==> src/rtl/div_seq_pkg.sv <==
// Shared types and constants for the MIX DIV sequencer.
// Build option: DIV_OVF_SHORTCUT_EN (see div_sequencer.sv).
package div_seq_pkg;

    localparam int DIV_W       = 30;
    localparam int DIV_TIMEOUT = 31;
    localparam int WCNT_W      = 5;

    typedef enum logic [2:0] {
        S_IDLE,
        S_CHECK,
        S_LAUNCH,
        S_WAIT,
        S_RESP
    } state_t;

    // True on the last WAIT cycle the core is allowed before abort.
    function automatic logic tmo_reached(input logic [WCNT_W-1:0] cnt, input int limit);
        return cnt == WCNT_W'(limit - 1);
    endfunction

endpackage

==> src/rtl/div_sign_fix.sv <==
// Applies MIX DIV sign rules and the overflow pass-through of the original rA/rX.
module div_sign_fix
    import div_seq_pkg::*;
#(
    parameter int W = DIV_W
) (
    input  logic         ra_sign,
    input  logic         v_sign,
    input  logic [W-1:0] ra_mag,
    input  logic [W-1:0] rx_mag,
    input  logic [W-1:0] q_mag,
    input  logic [W-1:0] r_mag,
    input  logic         ovf,
    output logic         qa_sign,
    output logic [W-1:0] qa_mag,
    output logic         rx_sign,
    output logic [W-1:0] rx_mag_out
);

    // On overflow rA comes back untouched, sign included.
    assign qa_sign = ovf ? ra_sign : (ra_sign ^ v_sign);
    assign rx_sign = ra_sign;

    genvar gi;
    generate
        for (gi = 0; gi < W; gi++) begin : g_mag
            assign qa_mag[gi]     = ovf ? ra_mag[gi] : q_mag[gi];
            assign rx_mag_out[gi] = ovf ? rx_mag[gi] : r_mag[gi];
        end
    endgenerate

endmodule

==> src/rtl/div_sequencer.sv <==
// Sequences MIX DIV around an external unsigned divider core.
// Build option: DIV_OVF_SHORTCUT_EN skips the core when overflow is known up front.
module div_sequencer
    import div_seq_pkg::*;
#(
    parameter int W       = DIV_W,
    parameter int TIMEOUT = DIV_TIMEOUT
) (
    input  logic           clk,
    input  logic           rst_n,
    input  logic           req_valid,
    output logic           req_ready,
    input  logic           ra_sign,
    input  logic [W-1:0]   ra_mag,
    input  logic [W-1:0]   rx_mag,
    input  logic           v_sign,
    input  logic [W-1:0]   v_mag,
    output logic           rsp_valid,
    input  logic           rsp_ready,
    output logic           qa_sign,
    output logic [W-1:0]   qa_mag,
    output logic           rx_sign_o,
    output logic [W-1:0]   rx_mag_o,
    output logic           ovf,
    output logic           tmo,
    output logic           core_start,
    output logic [W-1:0]   core_a,
    output logic [2*W-1:0] core_c,
    input  logic           core_stop,
    input  logic [W-1:0]   core_b,
    input  logic [W-1:0]   core_rest
);

`ifdef DIV_OVF_SHORTCUT_EN
    localparam bit OVF_SHORTCUT = 1'b1;
`else
    localparam bit OVF_SHORTCUT = 1'b0;
`endif

    state_t              state_reg;
    logic                ra_sign_reg;
    logic                v_sign_reg;
    logic [W-1:0]        ra_mag_reg;
    logic [W-1:0]        rx_mag_reg;
    logic [W-1:0]        v_mag_reg;
    logic                ovf_d_reg;
    logic [WCNT_W-1:0]   wcnt_reg;
    logic                req_ready_reg;
    logic                rsp_valid_reg;
    logic                core_start_reg;
    logic                qa_sign_reg;
    logic [W-1:0]        qa_mag_reg;
    logic                rx_sign_reg;
    logic [W-1:0]        rx_mag_reg_o;
    logic                ovf_reg;
    logic                tmo_reg;

    logic                ovf_now;
    logic                tmo_hit;
    logic                fix_ovf;
    logic                fix_qa_sign;
    logic [W-1:0]        fix_qa_mag;
    logic                fix_rx_sign;
    logic [W-1:0]        fix_rx_mag;

    // Quotient would not fit one word (or divide by zero).
    assign ovf_now = (v_mag_reg == '0) | (ra_mag_reg >= v_mag_reg);
    assign tmo_hit = tmo_reached(wcnt_reg, TIMEOUT);

    always_comb begin
        fix_ovf = ovf_d_reg;
        if (state_reg == S_CHECK) begin
            fix_ovf = ovf_now;
        end else if (state_reg == S_WAIT && !core_stop && tmo_hit) begin
            fix_ovf = 1'b1;
        end
    end

    div_sign_fix #(.W(W)) u_sign_fix (
        .ra_sign    (ra_sign_reg),
        .v_sign     (v_sign_reg),
        .ra_mag     (ra_mag_reg),
        .rx_mag     (rx_mag_reg),
        .q_mag      (core_b),
        .r_mag      (core_rest),
        .ovf        (fix_ovf),
        .qa_sign    (fix_qa_sign),
        .qa_mag     (fix_qa_mag),
        .rx_sign    (fix_rx_sign),
        .rx_mag_out (fix_rx_mag)
    );

    always_ff @(posedge clk or negedge rst_n) begin
        if (!rst_n) begin
            state_reg      <= S_IDLE;
            ra_sign_reg    <= 1'b0;
            v_sign_reg     <= 1'b0;
            ra_mag_reg     <= '0;
            rx_mag_reg     <= '0;
            v_mag_reg      <= '0;
            ovf_d_reg      <= 1'b0;
            wcnt_reg       <= '0;
            req_ready_reg  <= 1'b1;
            rsp_valid_reg  <= 1'b0;
            core_start_reg <= 1'b0;
            qa_sign_reg    <= 1'b0;
            qa_mag_reg     <= '0;
            rx_sign_reg    <= 1'b0;
            rx_mag_reg_o   <= '0;
            ovf_reg        <= 1'b0;
            tmo_reg        <= 1'b0;
        end else begin
            core_start_reg <= 1'b0;
            case (state_reg)
                S_IDLE: begin
                    if (req_valid && req_ready_reg) begin
                        ra_sign_reg   <= ra_sign;
                        v_sign_reg    <= v_sign;
                        ra_mag_reg    <= ra_mag;
                        rx_mag_reg    <= rx_mag;
                        v_mag_reg     <= v_mag;
                        req_ready_reg <= 1'b0;
                        state_reg     <= S_CHECK;
                    end
                end
                S_CHECK: begin
                    ovf_d_reg <= ovf_now;
                    if (OVF_SHORTCUT && ovf_now) begin
                        qa_sign_reg   <= fix_qa_sign;
                        qa_mag_reg    <= fix_qa_mag;
                        rx_sign_reg   <= fix_rx_sign;
                        rx_mag_reg_o  <= fix_rx_mag;
                        ovf_reg       <= 1'b1;
                        tmo_reg       <= 1'b0;
                        rsp_valid_reg <= 1'b1;
                        state_reg     <= S_RESP;
                    end else begin
                        core_start_reg <= 1'b1;
                        state_reg      <= S_LAUNCH;
                    end
                end
                S_LAUNCH: begin
                    wcnt_reg  <= '0;
                    state_reg <= S_WAIT;
                end
                S_WAIT: begin
                    if (core_stop || tmo_hit) begin
                        qa_sign_reg   <= fix_qa_sign;
                        qa_mag_reg    <= fix_qa_mag;
                        rx_sign_reg   <= fix_rx_sign;
                        rx_mag_reg_o  <= fix_rx_mag;
                        ovf_reg       <= fix_ovf;
                        tmo_reg       <= !core_stop;
                        rsp_valid_reg <= 1'b1;
                        state_reg     <= S_RESP;
                    end else begin
                        wcnt_reg <= wcnt_reg + 1'b1;
                    end
                end
                S_RESP: begin
                    if (rsp_ready) begin
                        rsp_valid_reg <= 1'b0;
                        req_ready_reg <= 1'b1;
                        state_reg     <= S_IDLE;
                    end
                end
                default: begin
                    rsp_valid_reg <= 1'b0;
                    req_ready_reg <= 1'b1;
                    state_reg     <= S_IDLE;
                end
            endcase
        end
    end

    assign req_ready  = req_ready_reg;
    assign rsp_valid  = rsp_valid_reg;
    assign qa_sign    = qa_sign_reg;
    assign qa_mag     = qa_mag_reg;
    assign rx_sign_o  = rx_sign_reg;
    assign rx_mag_o   = rx_mag_reg_o;
    assign ovf        = ovf_reg;
    assign tmo        = tmo_reg;
    assign core_start = core_start_reg;
    assign core_a     = v_mag_reg;
    assign core_c     = {ra_mag_reg, rx_mag_reg};

endmodule

==> config.mk <==
export PLATFORM = sky130hd
export DESIGN_NAME = div_sequencer
export DESIGN_NICKNAME = d
export VERILOG_FILES = /design/src/rtl/div_seq_pkg.sv /design/src/rtl/div_sign_fix.sv /design/src/rtl/div_sequencer.sv
export SDC_FILE = /design/constraint.sdc
export NUM_CORES = 1
export LEC_CHECK = 0
export ABC_AREA = 1
export CORE_MARGIN = 2
export CORE_UTILIZATION = 45
export CTS_CLUSTER_SIZE = 28
export DETAILED_ROUTE_END_ITERATION = 7
export PLACE_DENSITY = 0.8
export SYNTH_ARGS = -nofsm -noshare
export SYNTH_HDL_FRONTEND = slang
export SYNTH_SLANG_ARGS = --single-unit
==> constraint.sdc <==
create_clock -name clk -period 2.5 [get_ports clk]
set_clock_uncertainty 0.1 [all_clocks]
set_input_delay 0.75 -clock clk [delete_from_list [all_inputs] [get_ports clk]]
set_output_delay 0.75 -clock clk [all_outputs]
set_load 0.02 [all_outputs]
**Word level (Yosys, flattened, before mapping)**

Index checks and enable logic that the tools add are counted.

- $lt $le $gt $ge: 1
- Reduce and logical (&&, ||, !) cells: 16
- Add/subtract/negate cells: 1
- Bitwise gates (word level): 4
- Mux-type cells: 76
- Shift-type cells: 0
- Multipliers: 0
- Equal/unequal tests: 9
- Div/mod/pow operators: 0

Operators by type and width:

| kind | number |
|---|---|
| 1-bit two-way mux | 68 |
| 30-bit >= comparator | 1 |
| 30-bit zero test | 1 |
| 3-bit case mux with 5 select lines | 1 |
| 5-bit case mux with 2 select lines | 1 |
| 3-bit two-way mux | 3 |
| 3-bit AND reduction | 3 |
| 3-bit by 2-bit == test with 1-bit output, second input constant | 2 |
| 2-bit != test, second input constant | 3 |
| 1-bit case mux with 3 select lines | 2 |
| 2-bit AND reduction | 3 |
| 3-bit OR reduction | 2 |
| 5-bit by 1-bit adder with 5-bit output, second input constant | 1 |
| 5-bit == test, second input constant | 1 |
| 5-bit two-way mux | 1 |
| 3-bit by 1-bit == test with 1-bit output, second input constant | 1 |
| 3-bit == test, second input constant | 1 |
| 1-bit logical AND | 3 |
| 3-bit zero test | 1 |
| 2-bit by 1-bit != test with 1-bit output, second input constant | 1 |
| 1-bit inverter | 2 |
| 2-bit nonzero test | 1 |
| 1-bit zero test | 1 |
| 1-bit logical OR | 1 |
| other kinds (2) | 2 |

- Flip-flop bits (word level): 168
- Memories: 0
- Input port bits: 157
- Bits in latches: 0
- Bits in writable memories: 0
- Output and inout port bits: 157
- Bits in read-only memories: 0
- Logic and storage cells: 124

**Depth between registers and ports, before layout**

- Word-level depth: 6
- Depth in mapped cells: 16
- Depth with buffers taken out: 15

**Cells and area by module**

From an unflattened synthesis, not the netlist that was laid out.

- Cell total of the unflattened synthesis: 942
- Area total of the unflattened synthesis: 8,335.5 um^2

Modules (own cells, without submodules):

| module | instances | sequential area each (um^2) | area an instance (um^2) | cells each |
|---|---|---|---|---|
| div_sequencer | 1 | 4,205.3 | 7,495.9 | 741 |
| div_sign_fix | 1 | 0.0 | 839.6 | 201 |

**Worst setup path before layout**

OpenSTA, ideal clock, no wires.

- Path type: flip-flop to flip-flop
- Start: register v_mag_reg[17] (netlist: core_a[17])
- End: register rx_mag_reg_o[19] (netlist: rx_mag_o[19])
- Setup time: 118 ps
- Stages on the path, launching flop included: 17
- Arrival: 1,993 ps
- Path slack: 289 ps
- Path buffers: 2
- Data required time: 2,282 ps
- Period minus slack after synthesis: 2,211 ps
- Cells stage by stage: dfrtp_1 -> inv_1 -> ha_1 -> nand2_1 -> inv_1 -> nand2_1 -> nand2_1 -> nand2_1 -> nand2_1 -> a21oi_1 -> nand4_1 -> nand2_1 -> buf_2 -> buf_2 -> nand3_1 -> nand3_1 -> nand2_1

- Word-level cells in the longest chain between the ends: 4
- Elaborated cells between the ends (all ways): 5
- Those cells by class: 1 x order compare; 2 x mux; 1 x bitwise; 1 x reduce/logical

Ends and longest elaborated chain:

| what | line | source |
|---|---|---|
| start: declaration | div_sequencer.sv:45 | `logic [W-1:0] v_mag_reg;` |
| start signal: assignment | div_sequencer.sv:121 | `v_mag_reg <= v_mag;` |
| 30-bit >= comparator or 30-bit zero test (tied branches) | div_sequencer.sv:67 | `assign ovf_now = (v_mag_reg == '0) \| (ra_mag_reg >= v_mag_reg);` |
| 1-bit OR * | div_sequencer.sv:67 |  |
| 1-bit two-way mux * | div_sequencer.sv:72 | `if (state_reg == S_CHECK) begin` |
| 1-bit two-way mux * | div_sign_fix.sv:28 | `assign rx_mag_out[gi] = ovf ? rx_mag[gi] : r_mag[gi];` |
| end signal: assignment | div_sequencer.sv:132 | `rx_mag_reg_o <= fix_rx_mag;` |
| end signal: assignment | div_sequencer.sv:151 | `rx_mag_reg_o <= fix_rx_mag;` |
| end: declaration | div_sequencer.sv:54 | `logic [W-1:0] rx_mag_reg_o;` |

Mark *: on every way between the ends. The rest lies on a longest branch, timed or not.
A chain may end at the register's enable or synchronous reset.

**Final worst setup path**

- Start: register req_ready_reg (netlist: req_ready)
- End: output req_ready

RTL lines:

| what | line | source |
|---|---|---|
| start: declaration | div_sequencer.sv:48 | `logic req_ready_reg;` |
| start signal: assignment | div_sequencer.sv:103 | `req_ready_reg <= 1'b1;` |
| start signal: assignment | div_sequencer.sv:122 | `req_ready_reg <= 1'b0;` |
| start signal: assignment | div_sequencer.sv:163 | `req_ready_reg <= 1'b1;` |
| end: declaration | div_sequencer.sv:12 | `output logic req_ready,` |

No word-level cell between the ends.

==> Implementation_results.wiki <==
{| class="wikitable"
! Metric !! Value
|-
| Result of the run || complete, no violations
|-
| Flop-to-flop setup slack || 0.10 ns
|-
| Start-to-end type of the worst setup path || reg -> out
|-
| Area of the core region || 18100 um^2
|-
| Total number of vias || 8357
|-
| Count of endpoints failing setup in the final report || 0
|-
| Cell Chain, Critical Path || clkdlybuf4s50_1
|-
| Number of warnings reported in the yosys synthesis log || 0
|-
| Buf+Inv Stages, Crit Path || 1
|-
| CP Data Required Time || 1.65 ns
|-
| Mean Syn Cell Area || 7.76 um^2
|-
| Pwr dens || 1420 nW/um^2
|-
| Number of clock buffers inserted by TritonCTS || 17
|-
| Number of antenna violations at the first check in global routing || 0
|-
| Number of remaining DRC errors || 0
|-
| Syn Inst Count || 1078
|-
| Quantity of hold-fixing buffers added after cts || 0
|-
| Total routing resource utilization after global routing || 27.2%
|-
| Final clock period utilization by the worst path || 98.8%
|-
| Sort of element at the start of the critical path || flip-flop
|-
| # clock sinks || 168
|-
| Rel. slew slack || 64.9%
|-
| Via-per-instance ratio || 5.05
|-
| Synthesized net count || 1267
|-
| Max-cap viol count || 0
|-
| Post-synth design cell area || 8360 um^2
|-
| Wire per inst || 16.6 um
|-
| Cell type group with the largest total delay on the critical path || buffers and inverters
|-
| CP max FO || 3
|-
| Total negative slack for setup checks || 0 ns
|-
| H-Tree Depth || 4
|-
| Num ports || 314
|-
| Die X || 140 um
|-
| Register bit count reported by yosys || 168
|-
| CTS tree || yes
|-
| Antenna viol nets, final || 0
|-
| Final Max Slew Viols || 0
|-
| HPWL reported at the end of detailed placement || 19700 um
|-
| Cells on worst reg2reg path || 14
|-
| Placer Congestion || 0.866
|-
| # nets final || 1603
|-
| Clock latency on the worst-skew pair || 0.42 ns
|-
| Initial DRC count || 606
|-
| Number of I/O port buffers || 313
|-
| Layout area overhead || 55.0%
|-
| Longest individual stage delay on the worst path || 0.65 ns
|-
| GR Overflow Total || 0
|-
| Slowest stage cell on the critical path || sky130_fd_sc_hd__clkdlybuf4s50_1
|-
| Clock tree root buffer cell || sky130_fd_sc_hd__clkbuf_16
|-
| Maximum vdd ir drop || 0.869 mV
|-
| Number of standard-cell rows in the floorplan || 49
|-
| LEAKAGE || 0.00638 uW
|-
| Element type at the critical path end || output port
|-
| RR Startpoint || core_a[22]
|-
| Hold WS || 0.165 ns
|-
| Worst min path class || in -> async
|-
| Floorplan die area || 19700 um^2
|-
| Number of detailed-route iterations in the first pass || 6
|-
| Unrepaired setup endpoints after global routing || true
|-
| Fraction of layout cells with a size suffix above 1 || 9.81%
|-
| Unique cell type count in the Yosys netlist || 28
|-
| First-pass GRT wire length || 42300 um
|-
| Routed Wire Length || 27500 um
|-
| Top achievable clock speed || 405 MHz
|-
| Starting utilization of the core area || 46.2%
|-
| Transition time at the pin with the least slew margin || 0.527 ns
|-
| R2r endpoint || rx_mag_o[4]
|-
| Vias in the first global route || 8160
|-
| Clock input transition at the sequential cells of the worst setup and hold paths || 0.07 ns
|-
| Part of the Yosys area used for sequential elements || 50.3%
|-
| Pin count of the biggest net entering global routing || 48
|-
| Antenna diode count || 0
|-
| CTS Buffer Depth || 2
|-
| Height of the die || 140 um
|-
| Fin crit period || 2.47 ns
|-
| Hold Fails Final Rpt || 0
|-
| Final core occ || 71.6%
|-
| Arr. time, crit path || 1.62 ns
|}
-- Yosys cell counts, drive strengths merged --
cell type    n  area share [%]
a21boi       1            0.13
a21o         1           0.090
a21oi       11            0.66
a31oi        1           0.075
and3         1           0.075
buf         38             2.7
clkbuf      15            0.67
dfrtp      167              50
dfstp        1            0.31
ha          32             4.8
inv        183             8.2
nand2      348              16
nand3      135             8.1
nand4        6            0.45
nor2        31             1.5
nor3         8            0.48
o21ai       96             5.7
o41ai        1            0.10
or2          1            0.10
xor2         1            0.10
-- power breakdown --
part	internal [uW]	total, uW	leakage, uW	switching [uW]
registers	4030	4930	0.00208	897
clock network	1440	2610	0.000285	1170
logic	4810	10900	0.00402	6050
total	10300	18400	0.00638	8120
-- per-layer routing --
layer	routed length (um)	part of all wire, %	track usage [%]	vias to the layer above
met5	0	0	0	-
met4	891	3.2	9.62	0
met3	2340	8.5	7.35	60
met2	13400	49	45.4	337
met1	10900	39	34.2	3934
li1	-	-	-	4026
-- through the flow --
stage,cell area (um^2),worst slack [ns],std cells,total power (uW)
floorplan,8360,0.289,1078,10200
global placement,12000,0.143,1607,14600
detailed placement,12000,0.0863,1607,14900
CTS,12600,0.00405,1639,17600
global route,13000,-0.0444,1656,19600
finish,13000,0.0297,1656,18400
-- cell usage in the layout, fill, tap and decap left out, types with 2 or more instances in the layout --
cell type / count
sky130_fd_sc_hd__inv_1: 167
sky130_fd_sc_hd__nand3_1: 134
sky130_fd_sc_hd__clkinv_2: 4
sky130_fd_sc_hd__a21oi_1: 9
sky130_fd_sc_hd__nor2_1: 24
sky130_fd_sc_hd__buf_4: 37
sky130_fd_sc_hd__buf_12: 16
sky130_fd_sc_hd__o21ai_0: 95
sky130_fd_sc_hd__clkinv_4: 4
sky130_fd_sc_hd__inv_6: 2
sky130_fd_sc_hd__nor2_2: 7
sky130_fd_sc_hd__dfrtp_1: 167
sky130_fd_sc_hd__clkbuf_8: 2
sky130_fd_sc_hd__a21oi_2: 2
sky130_fd_sc_hd__ha_1: 23
sky130_fd_sc_hd__inv_2: 15
sky130_fd_sc_hd__clkdlybuf4s50_1: 311
sky130_fd_sc_hd__nand2_2: 8
sky130_fd_sc_hd__nand4_1: 6
sky130_fd_sc_hd__clkbuf_16: 21
sky130_fd_sc_hd__ha_4: 9
sky130_fd_sc_hd__nand2_1: 338
sky130_fd_sc_hd__nor3_1: 7
sky130_fd_sc_hd__buf_6: 2
-- final cells by class --
type	instances	area, um^2
inverter	183	689
fill	1404	5130
tap	229	287
clock inverter	13	121
clock buffer	19	453
timing repair buffer	370	3830
sequential	168	4210
multi-input combinational	674	3370
-- worst max-delay path by stage --
stage,slack [ns],cells past startpoint,startpoint,to
CTS,0.004,1,req_ready,req_ready
global route,-0.04,12,core_a[26],qa_mag[12]
finish,0.03,1,req_ready,req_ready
detailed placement,0.09,13,core_a[27],rx_mag_o[7]
global placement,0.14,15,core_a[1],rx_mag_o[7]
floorplan,0.29,16,core_a[17],rx_mag_o[19]
-- repair_timing --
item / 4_1_cts / 5_1_grt
gates resized for setup: 0 / 41
setup endpoints to repair: 0 / 61
buffers inserted: 0 / 13
-- kinds of logic (layout without fill, tap and decap cells) --
| family | count (synthesis) | after routing | share of synthesized area [%] |
|---|---|---|---|
| buf+inv | 236 | 585 | 11.6 |
| compound gates | 111 | 111 | 6.81 |
| flops | 168 | 168 | 50.3 |
| fa+ha+maj | 32 | 32 | 4.79 |
| simple gates | 530 | 530 | 26.4 |
| xor+xnor | 1 | 1 | 0.105 |
Power figures use the tool's default switching activity.
